## src/rtl/sipo_frame_rx.sv

```systemverilog
// Serial-in / parallel-out frame receiver: sync marks bit 0, WIDTH bits form a word,
// single-entry output buffer with sticky overrun. Optional parity bit under SIPO_FRAME_RX_PARITY_EN.
module sipo_frame_rx #(
   parameter int WIDTH     = 4,
   parameter bit MSB_FIRST = 1
) (
   input  logic             clk,
   input  logic             reset,
   input  logic             din,
   input  logic             din_valid,
   input  logic             sync,
   output logic [WIDTH-1:0] pout,
   output logic             pout_valid,
   input  logic             out_ready,
   output logic             overrun,
   output logic             busy,
`ifdef SIPO_FRAME_RX_PARITY_EN
   output logic             parity_err,
`endif
   output logic [1:0]       dbg_state
);

   localparam int CW = $clog2(WIDTH + 1);

   // Handshake: pout is consumed on any edge where pout_valid and out_ready are both high;
   // pout is held stable while pout_valid=1 and out_ready=0.
   typedef enum logic [1:0] {
      IDLE   = 2'd0,
      SHIFT  = 2'd1
`ifdef SIPO_FRAME_RX_PARITY_EN
      ,PARITY = 2'd2
`endif
   } state_t;

   state_t           state;
   logic [CW-1:0]    cnt;
   logic [WIDTH-1:0] sh;
   logic [WIDTH-1:0] sh_next;
   logic [WIDTH-1:0] sh_start;
   logic [WIDTH-1:0] word;
   logic             last_bit;
   logic             word_done;
   logic             can_load;

   always_comb begin
      sh_next  = '0;
      sh_start = '0;
      if (MSB_FIRST) begin
         sh_next  = {sh[WIDTH-2:0], din};
         sh_start = {{(WIDTH-1){1'b0}}, din};
      end else begin
         sh_next  = {din, sh[WIDTH-1:1]};
         sh_start = {din, {(WIDTH-1){1'b0}}};
      end
   end

   assign last_bit = (state == SHIFT) && din_valid && !sync && (cnt == CW'(WIDTH - 1));
   assign can_load = !pout_valid || out_ready;

`ifdef SIPO_FRAME_RX_PARITY_EN
   // With parity the data bits are already in sh; the word completes on the parity bit.
   assign word_done = (state == PARITY) && din_valid && !sync;
   assign word      = sh;
`else
   assign word_done = last_bit;
   assign word      = sh_next;
`endif

   assign dbg_state = state;

   always_ff @(posedge clk) begin
      if (reset) begin
         state      <= IDLE;
         cnt        <= '0;
         sh         <= '0;
         pout       <= '0;
         pout_valid <= 1'b0;
         overrun    <= 1'b0;
         busy       <= 1'b0;
`ifdef SIPO_FRAME_RX_PARITY_EN
         parity_err <= 1'b0;
`endif
      end else begin
         if (pout_valid && out_ready)
            pout_valid <= 1'b0;

         if (word_done) begin
            if (can_load) begin
               pout       <= word;
               pout_valid <= 1'b1;
`ifdef SIPO_FRAME_RX_PARITY_EN
               parity_err <= (^sh) ^ din;
`endif
            end else begin
               overrun <= 1'b1;
            end
         end

         case (state)
            IDLE: begin
               if (din_valid && sync) begin
                  sh    <= sh_start;
                  cnt   <= CW'(1);
                  state <= SHIFT;
                  busy  <= 1'b1;
               end
            end
            SHIFT: begin
               if (din_valid) begin
                  if (sync) begin
                     sh  <= sh_start;
                     cnt <= CW'(1);
                  end else if (last_bit) begin
                     sh  <= sh_next;
`ifdef SIPO_FRAME_RX_PARITY_EN
                     cnt   <= CW'(WIDTH);
                     state <= PARITY;
`else
                     cnt   <= '0;
                     state <= IDLE;
                     busy  <= 1'b0;
`endif
                  end else begin
                     sh  <= sh_next;
                     cnt <= cnt + CW'(1);
                  end
               end
            end
`ifdef SIPO_FRAME_RX_PARITY_EN
            PARITY: begin
               if (din_valid) begin
                  if (sync) begin
                     sh    <= sh_start;
                     cnt   <= CW'(1);
                     state <= SHIFT;
                  end else begin
                     cnt   <= '0;
                     state <= IDLE;
                     busy  <= 1'b0;
                  end
               end
            end
`endif
            default: begin
               state <= IDLE;
               busy  <= 1'b0;
            end
         endcase
      end
   end

endmodule

```

## config.mk

```make
export PLATFORM = sky130hd
export DESIGN_NAME = sipo_frame_rx
export DESIGN_NICKNAME = d
export VERILOG_FILES = /design/src/rtl/sipo_frame_rx.sv
export SDC_FILE = /design/constraint.sdc
export NUM_CORES = 1
export LEC_CHECK = 0
export ABC_AREA = 1
export CORE_UTILIZATION = 46
export CTS_CLUSTER_DIAMETER = 50
export DETAILED_ROUTE_END_ITERATION = 7
export HOLD_SLACK_MARGIN = 0.06
export PLACE_DENSITY_LB_ADDON = 0.3
export SLEW_MARGIN = 25
export SYNTH_ARGS = -nofsm -noshare
export SYNTH_HDL_FRONTEND = slang
export SYNTH_SLANG_ARGS = --single-unit
```

## constraint.sdc

```tcl
create_clock -name clk -period 1.3 [get_ports clk]
set_input_delay 0.26 -clock clk [delete_from_list [all_inputs] [get_ports clk]]
set_output_delay 0.26 -clock clk [all_outputs]
set_load 0.01 [all_outputs]
```

==> run metrics, run 1 <==
fin. max-slew vios 0; DP Area 774.5 um2; maxcap violations 0; Async SR Flop Fraction 0; Hold Vio Cnt, Final 0; total CTS buffers 3; Die X between 30 and 40 um; Data required, critical path approximately 1.5 ns; Site Rows 12; syn_area_per_cell 7.154 um2; Final Hold Slack 0.4498 ns; die height between 30 and 40 um; Cell Area, Synth between 600 and 700 um2; Filler cells 105; total number of vias around 570; total global-route track usage 0.1964; fraction of layout cells with a size suffix above 1 0.1495; leakage power ~0.40 nW; CTS tree done; # IOs 15; sequential area share after synthesis 0.4280; Cells after Synth 85; RSZ-0062 raised after global routing no; vias per cell 4.719; DR pass1 iterations 4; Post-DRT Antenna Nets 0; Worst-path clk slew 0.07 ns; warnings from Yosys 0; startpoint types flop; initial antenna violation count 0; part of the cycle the worst path needs 0.9481; fin area ~810 um2; Final #Nets ~120; Core Area about 0.0012 mm2; total grt overflow 0; Setup crit end kind flop; Buf/Inv on CP 2; final core utilization 0.6934; slowest CP cell dfxtp_2; Post-synth top cells nand2_1, inv_1, dfxtp_1, a21oi_1, nor2_1; Syn-to-layout area delta 33.54%; crit path DAT around 1.4 ns; Setup TNS 0 ns; Skew-Pair Late Insertion Delay approximately 0.28 ns; flops & latches, synth 13; synth unique cells 18; final instance count without filler cells about 120; Power, Total approximately 0.74 mW; Iter 0 DRT Violations 6; CP Cell Sequence ha_1 -> inv_1 -> nor2_4 -> clkbuf_2 -> nand4_1 -> nand2_1 -> nor2_1; Port Buf Inserts 13; fmax 811.3 MHz; CP peak stage delay about 0.35 ns; worst r2r src cnt[0]$_SDFFE_PP0P_; setup slack after layout just under 0.07 ns; Routed Wire Length ~1.2 mm; top-area cell type share of the netlist area 0.4280; Crit Path Category reg -> reg; dpl ws -0.1558 ns; Clock Sinks 13; vias in the first global route about 480; status finished clean; first-pass GRT wire length ~1.9 mm; Cell Pwr Density around 910 mW/mm2; RD Place Congestion between 0.7 and 0.8; Final setup viols 0; root buf cell clkbuf_4; most frequent cell after synthesis nand2_1; die area approximately 0.0015 mm2; Post-synth top flop dfxtp_1; H-tree lvl count 1; wire per inst roughly 10 um; hold_sp overrun$_SDFFE_PP0P_; hpwl dp 890.4 um; Setup Skew 0.005641 ns; initial core utilization 0.5192; largest net degree at the start of global routing 11; Worst Setup SP cnt[0]$_SDFFE_PP0P_; Hold Path Class reg -> reg; Syn Nets 92; crit path time final 1.233 ns; CP top delay family simple AND/OR/NAND/NOR gates; DRC 0; Post-synth EDFFs 0; VDD IR max between 0.0006 and 0.0007 V; Inst Count DP approximately 110; Max clock buf depth 2; largest area contributor in the netlist dfxtp_1; largest cells by area after synthesis dfxtp_1, nand2_1, inv_1; ANT cells 0; worst-path maximum fanout 5
[tightest hold or removal path: cells and delay by family, from the launching register on]
kind	cells	cell delay [ns]
flops	1	0.31
compound gates	1	0.05
buf+inv	1	0.04
[final cells by class]
cell class,instances,area (um2),area share
Inverter,18,67.56,0.08320
Timing Repair Buffer,21,177.7,0.2188
Tap cell,14,17.52,0.02157
Multi-Input combinational cell,51,261.5,0.3220
Sequential cell,13,261.5,0.3220
Clock buffer,4,26.28,0.03236
[repair_timing]
action / 4_1_cts / 5_1_grt
resized for setup: 8 / 2
buffers inserted: 0 / 3
pin swaps: 0 / 1
hold buffers: 0 / 0
endpoints found under the setup margin: 8 / 5
[final timing paths]
check,end,slack (ns),cells after the start
worst min-delay path,overrun$_SDFFE_PP0P_,0.45,2
worst min register to register,overrun$_SDFFE_PP0P_,0.45,2
worst max-delay path,pout[0]$_SDFFE_PP0P_,0.07,7
worst max register to register,pout[0]$_SDFFE_PP0P_,0.07,7
[cell families after synthesis]
kind of cell,Yosys count,share of synthesized area
and+or+nand+nor,39,0.3189
buffers and inverters,21,0.1420
DFF,13,0.4280
adders and majority gates,1,0.02057
other,1,0.006167
AOI/OAI and AO/OA,10,0.08436
[flip-flops by register name, summed over array words and instances (netlist names)]
name,count
busy,1
pout,4
cnt,3
sh,3
pout_valid,1
overrun,1
[where the power goes]
group | internal, mW | switching [mW] | total, mW | leakage, nW
clock | 0.119 | 0.122 | 0.241 | 0.0150
sequential | 0.407 | 0.00619 | 0.413 | 0.106
combinational | 0.0388 | 0.0444 | 0.0832 | 0.279
total | 0.565 | 0.173 | 0.737 | 0.400
[layout by cell type, fill, tap and decap left out]
cell type,netlist,routed
ha_1,1,1
nand3_2,1,1
nand3_1,1,1
clkbuf_4,0,3
nand3b_1,1,1
nor2_8,1,1
nor2_4,1,1
inv_1,18,18
a31oi_1,1,1
dlygate4sd2_1,0,8
buf_4,2,7
clkbuf_2,0,1
nor2_1,7,7
conb_1,1,1
nand4_1,4,4
clkdlybuf4s50_1,0,5
clkbuf_1,1,1
o21ai_1,1,1
nand2_2,1,1
nand2_1,22,22
dfxtp_2,0,1
a21oi_1,8,8
dfxtp_1,13,12
[per-layer routing]
layer / routed length [um] / part of all wire / global-route usage / vias up
met1: 531 / 0.43 / 0.2206 / 247
met3: 91 / 0.073 / 0.1047 / 2
met2: 601 / 0.48 / 0.3093 / 22
met4: 15 / 0.012 / 0.07759 / 0
met5: 0 / 0 / 0 / -
li1: - / - / - / 300
Power figures use the tool's default switching activity.
==> run 2, diff against run 1 <==
Settings changed: CTS_BUF_LIST set to sky130_fd_sc_hd__clkbuf_4 sky130_fd_sc_hd__clkbuf_8 sky130_fd_sc_hd__clkbuf_16.
==> run 2 against run 1 <==
  * Wire length up 0.40%
  * Combinational power about the same
  * Fmax down 0.40%
  * Highest routed layer unchanged
  * Utilization up 0.32 points
==> run metrics, run 2 (synthesized netlist as in run 1, its figures left out) <==
Routed Wire Length 1.245 mm (was 1.240 mm); Final setup viols 0 (unchanged); Reg area 261.5 um2 (unchanged); Buf/Inv on CP 2 (unchanged); Data required, critical path 1.48 ns (about the same); setup slack after layout 0.06250 ns (was 0.06741 ns); crit path time final 1.237 ns (was 1.233 ns); DR pass1 iterations 4 (unchanged); DRC 0 (unchanged); dpl ws -0.1558 ns (unchanged); DP Area 774.5 um2 (unchanged); Max Used Layer met4 (unchanged); Inst Count DP 114 (unchanged); part of the cycle the worst path needs 0.9519 (was 0.9481); vias per cell 4.826 (was 4.719); most frequent cells in the layout nand2_1, inv_1, dfxtp_1 (unchanged); Crit Path Category reg -> reg (unchanged); die height 38.36 um (unchanged); wire per inst 10.29 um (was 10.25 um); CP peak stage delay 0.35 ns (about the same); root buf cell clkbuf_4 (unchanged); Post-DRT Antenna Nets 0 (unchanged); DR WL met2 605 um (was 601 um); crit path DAT 1.42 ns (about the same); RD Place Congestion 0.7925 (unchanged); met3 wire len 111 um (was 91 um); fmax 808.1 MHz (was 811.3 MHz); Worst R2R Setup Slack 0.06 ns (was 0.07 ns); slowest CP cell dfxtp_2 (unchanged); Filler cells 105 (unchanged); r2r worst-path depth 7 (unchanged); Die X 38.36 um (unchanged); die area 0.001471 mm2 (unchanged); startpoint types flop (unchanged); first-pass GRT wire length 1.897 mm (unchanged); commonest non-fill, non-tap cell in the layout nand2_1 (unchanged); CP top delay family simple AND/OR/NAND/NOR gates (unchanged); Hold Path Depth 2 (unchanged); Site Rows 12 (unchanged); RSZ-0062 raised after global routing no (unchanged); CTS tree done (unchanged); Port Buf Inserts 13 (unchanged); fin. max-slew vios 0 (unchanged); Setup TNS 0 ns (unchanged); total grt overflow 0 (unchanged); Stages on worst setup path 7 (unchanged); fraction of layout cells with a size suffix above 1 0.1589 (was 0.1495); H-tree lvl count 1 (unchanged); total CTS buffers 3 (unchanged); worst r2r src cnt[0]$_SDFFE_PP0P_ (unchanged); Core Area 0.001171 mm2 (unchanged); vias in the first global route 481 (unchanged); Setup crit end kind flop (unchanged); final core utilization 0.6966 (was 0.6934); largest net degree at the start of global routing 11 (unchanged); Cell Pwr Density 928.6 mW/mm2 (was 907.9 mW/mm2); Final #Nets 115 (unchanged); initial core utilization 0.5192 (unchanged); Hold Path Class reg -> reg (unchanged); Power, Total 0.7575 mW (was 0.7372 mW); Worst-path clk slew 0.07 ns (about the same); hpwl dp 890.4 um (unchanged); # IOs 15 (unchanged); ANT cells 0 (unchanged); footprint of the multi-input gates 261.5 um2 (unchanged); largest register by flop count pout (unchanged); CP Cell Sequence ha_1 -> inv_1 -> nor2_4 -> clkbuf_2 -> nand4_1 -> nand2_1 -> nor2_1 (unchanged); initial antenna violation count 0 (unchanged); Skew-Pair Late Insertion Delay 0.28 ns (about the same); hold path endpoint overrun$_SDFFE_PP0P_ (unchanged); total number of vias 584 (was 571); total global-route track usage 0.1964 (unchanged); Final Hold Slack 0.4507 ns (was 0.4498 ns); Syn-to-layout area delta 34.16% (was 33.54%); max reg flops 4 (unchanged); worst-path maximum fanout 5 (unchanged); Hold Vio Cnt, Final 0 (unchanged); Setup Skew 0.005118 ns (was 0.005641 ns); FF-to-FF End pout[0]$_SDFFE_PP0P_ (unchanged); fin area 815.8 um2 (was 812.0 um2); biggest regs pout x4, cnt x3, sh x3 (unchanged); status finished clean (unchanged); hold_sp overrun$_SDFFE_PP0P_ (unchanged); Max clock buf depth 2 (unchanged); Clock Sinks 13 (unchanged); VDD IR max 0.0006456 V (was 0.0006457 V); final instance count without filler cells 121 (unchanged); Iter 0 DRT Violations 6 (unchanged); maxcap violations 0 (unchanged); leakage power 0.4034 nW (was 0.3999 nW); wl on met1 514 um (was 531 um); Worst Setup SP cnt[0]$_SDFFE_PP0P_ (unchanged)
==> run 2: layer usage <==
layer	vias to the layer above	track usage
met5	-	0
li1	301	-
met1	252	0.2206
met3	2	0.1047
met2	29	0.3093
met4	0	0.07759
==> run 2: final cells by class <==
class | instances | area share
inverter | 18 | 0.08282
timing repair buffer | 21 | 0.2178
tap | 14 | 0.02147
multi-input combinational | 51 | 0.3206
clock buffer | 4 | 0.03681
sequential | 13 | 0.3206
==> run 2: worst reg2reg max path, delay by kind of cell, from the launching register on <==
kind          cells  cell delay (ns)
simple gates      4             0.38
flops             1             0.35
buf+inv           2             0.25
fa+ha+maj         1             0.17
==> run 2: worst max-delay path by stage <==
stage / slack, ns / end
2_1_floorplan: 0.23 / cnt[0]$_SDFFE_PP0P_
3_3_place_gp: -0.13 / cnt[0]$_SDFFE_PP0P_
3_5_place_dp: -0.16 / cnt[0]$_SDFFE_PP0P_
4_1_cts: 0.09 / pout[2]$_SDFFE_PP0P_
5_1_grt: 0.008 / pout[0]$_SDFFE_PP0P_
6_report: 0.06 / pout[0]$_SDFFE_PP0P_
==> run 2: repair_timing <==
| action | CTS | global route |
|---|---|---|
| endpoints found under the setup margin | 8 | 5 |
| resized for setup | 8 | 2 |
| pin swaps | 0 | 1 |
| endpoints found under the hold margin | 0 | 0 |
| hold buffers | 0 | 0 |
| buffers inserted | 0 | 3 |
==> run 2: power by group <==
| group | switching [mW] | leakage (nW) | internal (mW) |
|---|---|---|---|
| Combinational | 0.0446 | 0.279 | 0.0388 |
| Sequential | 0.00616 | 0.106 | 0.407 |
| Clock | 0.121 | 0.0184 | 0.140 |
==> run 3, diff against run 2 <==
Settings changed: RECOVER_POWER set to 100.
==> run 3 against run 2 <==
  * Sequential share of layout area is the same
  * Fmax grew 0.77%
  * Utilization is the same
  * Clock-buffer cell count is the same
==> run metrics, run 3 (synthesized netlist as in run 1, its figures left out) <==
Final #Nets 115 (unchanged); worst r2r src cnt[0]$_SDFFE_PP0P_ (unchanged); root buf cell clkbuf_4 (unchanged); Crit Path Category reg -> reg (unchanged); Clock Sinks 13 (unchanged); DRC 0 (unchanged); Data required, critical path 1.48 ns (about the same); total number of vias 569 (was 584); die height 38.36 um (unchanged); VDD IR max 0.0006455 V (was 0.0006456 V); Final setup viols 0 (unchanged); fraction of layout cells with a size suffix above 1 0.1589 (unchanged); Die X 38.36 um (unchanged); part of the cycle the worst path needs 0.9446 (was 0.9519); Power, Total 0.7577 mW (was 0.7575 mW); Hold Vio Cnt, Final 0 (unchanged); FF-to-FF End pout[0]$_SDFFE_PP0P_ (unchanged); Setup TNS 0 ns (unchanged); status finished clean (unchanged); DP Area 774.5 um2 (unchanged); largest register by flop count pout (unchanged); Final Hold Slack 0.4496 ns (was 0.4507 ns); final instance count without filler cells 121 (unchanged); Worst-path clk slew 0.07 ns (about the same); Setup crit end kind flop (unchanged); startpoint types flop (unchanged); hold path endpoint overrun$_SDFFE_PP0P_ (unchanged); fin. max-slew vios 0 (unchanged); first-pass GRT wire length 1.897 mm (unchanged); crit path DAT 1.41 ns (was 1.42 ns); Cell Pwr Density 928.8 mW/mm2 (was 928.6 mW/mm2); Site Rows 12 (unchanged); Hold Path Depth 2 (unchanged); Skew-Pair Late Insertion Delay 0.28 ns (about the same); initial antenna violation count 0 (unchanged); vias per cell 4.702 (was 4.826); ANT cells 0 (unchanged); Iter 0 DRT Violations 11 (was 6); CTS tree done (unchanged); wire per inst 10.28 um (was 10.29 um); largest net degree at the start of global routing 11 (unchanged); hpwl dp 890.4 um (unchanged); Post-DRT Antenna Nets 0 (unchanged); Port Buf Inserts 13 (unchanged); Worst R2R Setup Slack 0.07 ns (was 0.06 ns); initial core utilization 0.5192 (unchanged); H-tree lvl count 1 (unchanged); maxcap violations 0 (unchanged); leakage power 0.4033 nW (was 0.4034 nW); RSZ-0062 raised after global routing no (unchanged); worst-path maximum fanout 5 (unchanged); fin area 815.8 um2 (unchanged); Core Area 0.001171 mm2 (unchanged); most frequent cells in the layout nand2_1, inv_1, dfxtp_1 (unchanged); total CTS buffers 3 (unchanged); Setup Skew 0.005373 ns (was 0.005118 ns); commonest non-fill, non-tap cell in the layout nand2_1 (unchanged); die area 0.001471 mm2 (unchanged); total grt overflow 0 (unchanged); Inst Count DP 114 (unchanged); Routed Wire Length 1.244 mm (was 1.245 mm); total global-route track usage 0.1964 (unchanged); crit path time final 1.228 ns (was 1.237 ns); Max clock buf depth 2 (unchanged); DR pass1 iterations 4 (unchanged); max reg flops 4 (unchanged); vias in the first global route 481 (unchanged); biggest regs pout x4, cnt x3, sh x3 (unchanged); Syn-to-layout area delta 34.16% (unchanged); hold_buf cts 0 (unchanged); r2r worst-path depth 7 (unchanged); # IOs 15 (unchanged); fmax 814.3 MHz (was 808.1 MHz); hold_sp overrun$_SDFFE_PP0P_ (unchanged); RD Place Congestion 0.7925 (unchanged); Hold Path Class reg -> reg (unchanged)
==> run 3: what timing repair did <==
action,CTS,global route
resized for setup,8,2
setup buffers,0,3
setup endpoints to repair,8,5
pin swaps,0,1
==> run 3: power by group <==
group	internal, mW	switching [mW]
clock	0.140	0.122
sequential	0.407	0.00624
combinational	0.0387	0.0446
==> run 3: worst max-delay path by stage <==
stage | endpoint | slack [ns] | depth (start not counted) | startpoint
floorplan | cnt[0]$_SDFFE_PP0P_ | 0.23 | 6 | cnt[0]$_SDFFE_PP0P_
global placement | cnt[0]$_SDFFE_PP0P_ | -0.13 | 6 | din_valid
detailed placement | cnt[0]$_SDFFE_PP0P_ | -0.16 | 6 | din_valid
CTS | pout[2]$_SDFFE_PP0P_ | 0.09 | 7 | cnt[0]$_SDFFE_PP0P_
global route | pout[0]$_SDFFE_PP0P_ | 0.008 | 7 | cnt[0]$_SDFFE_PP0P_
finish | pout[0]$_SDFFE_PP0P_ | 0.07 | 7 | cnt[0]$_SDFFE_PP0P_
==> run 3: per-stage QoR <==
step / setup WS, ns / utilization
6_report: 0.07197 / 0.6966
3_3_place_gp: -0.1260 / 0.6613
4_1_cts: 0.08598 / 0.6784
5_1_grt: 0.008123 / 0.6966
2_1_floorplan: 0.2313 / -
3_5_place_dp: -0.1558 / 0.6613
==> run 3: final cells by class <==
class | count | area, um2
Clock buffer | 4 | 30.03
Fill cell | 105 | 355.3
Inverter | 18 | 67.56
Multi-Input combinational cell | 51 | 261.5
Sequential cell | 13 | 261.5
Tap cell | 14 | 17.52
Timing Repair Buffer | 21 | 177.7
==> run 3: per-layer routing <==
metal / vias up / GRT usage / part of all wire
li1: 300 / - / -
met1: 247 / 0.2206 / 0.44
met2: 20 / 0.3093 / 0.49
met3: 2 / 0.1047 / 0.064
met4: 0 / 0.07759 / 0.011
met5: - / 0 / 0
==> run 3: worst max-delay path: stages (launching register included) <==
cell and delay [ns]:
dfxtp_2 0.35, ha_1 0.17, inv_1 0.07, nor2_4 0.16, clkbuf_2 0.18, nand4_1 0.09
nand2_1 0.07, nor2_1 0.04
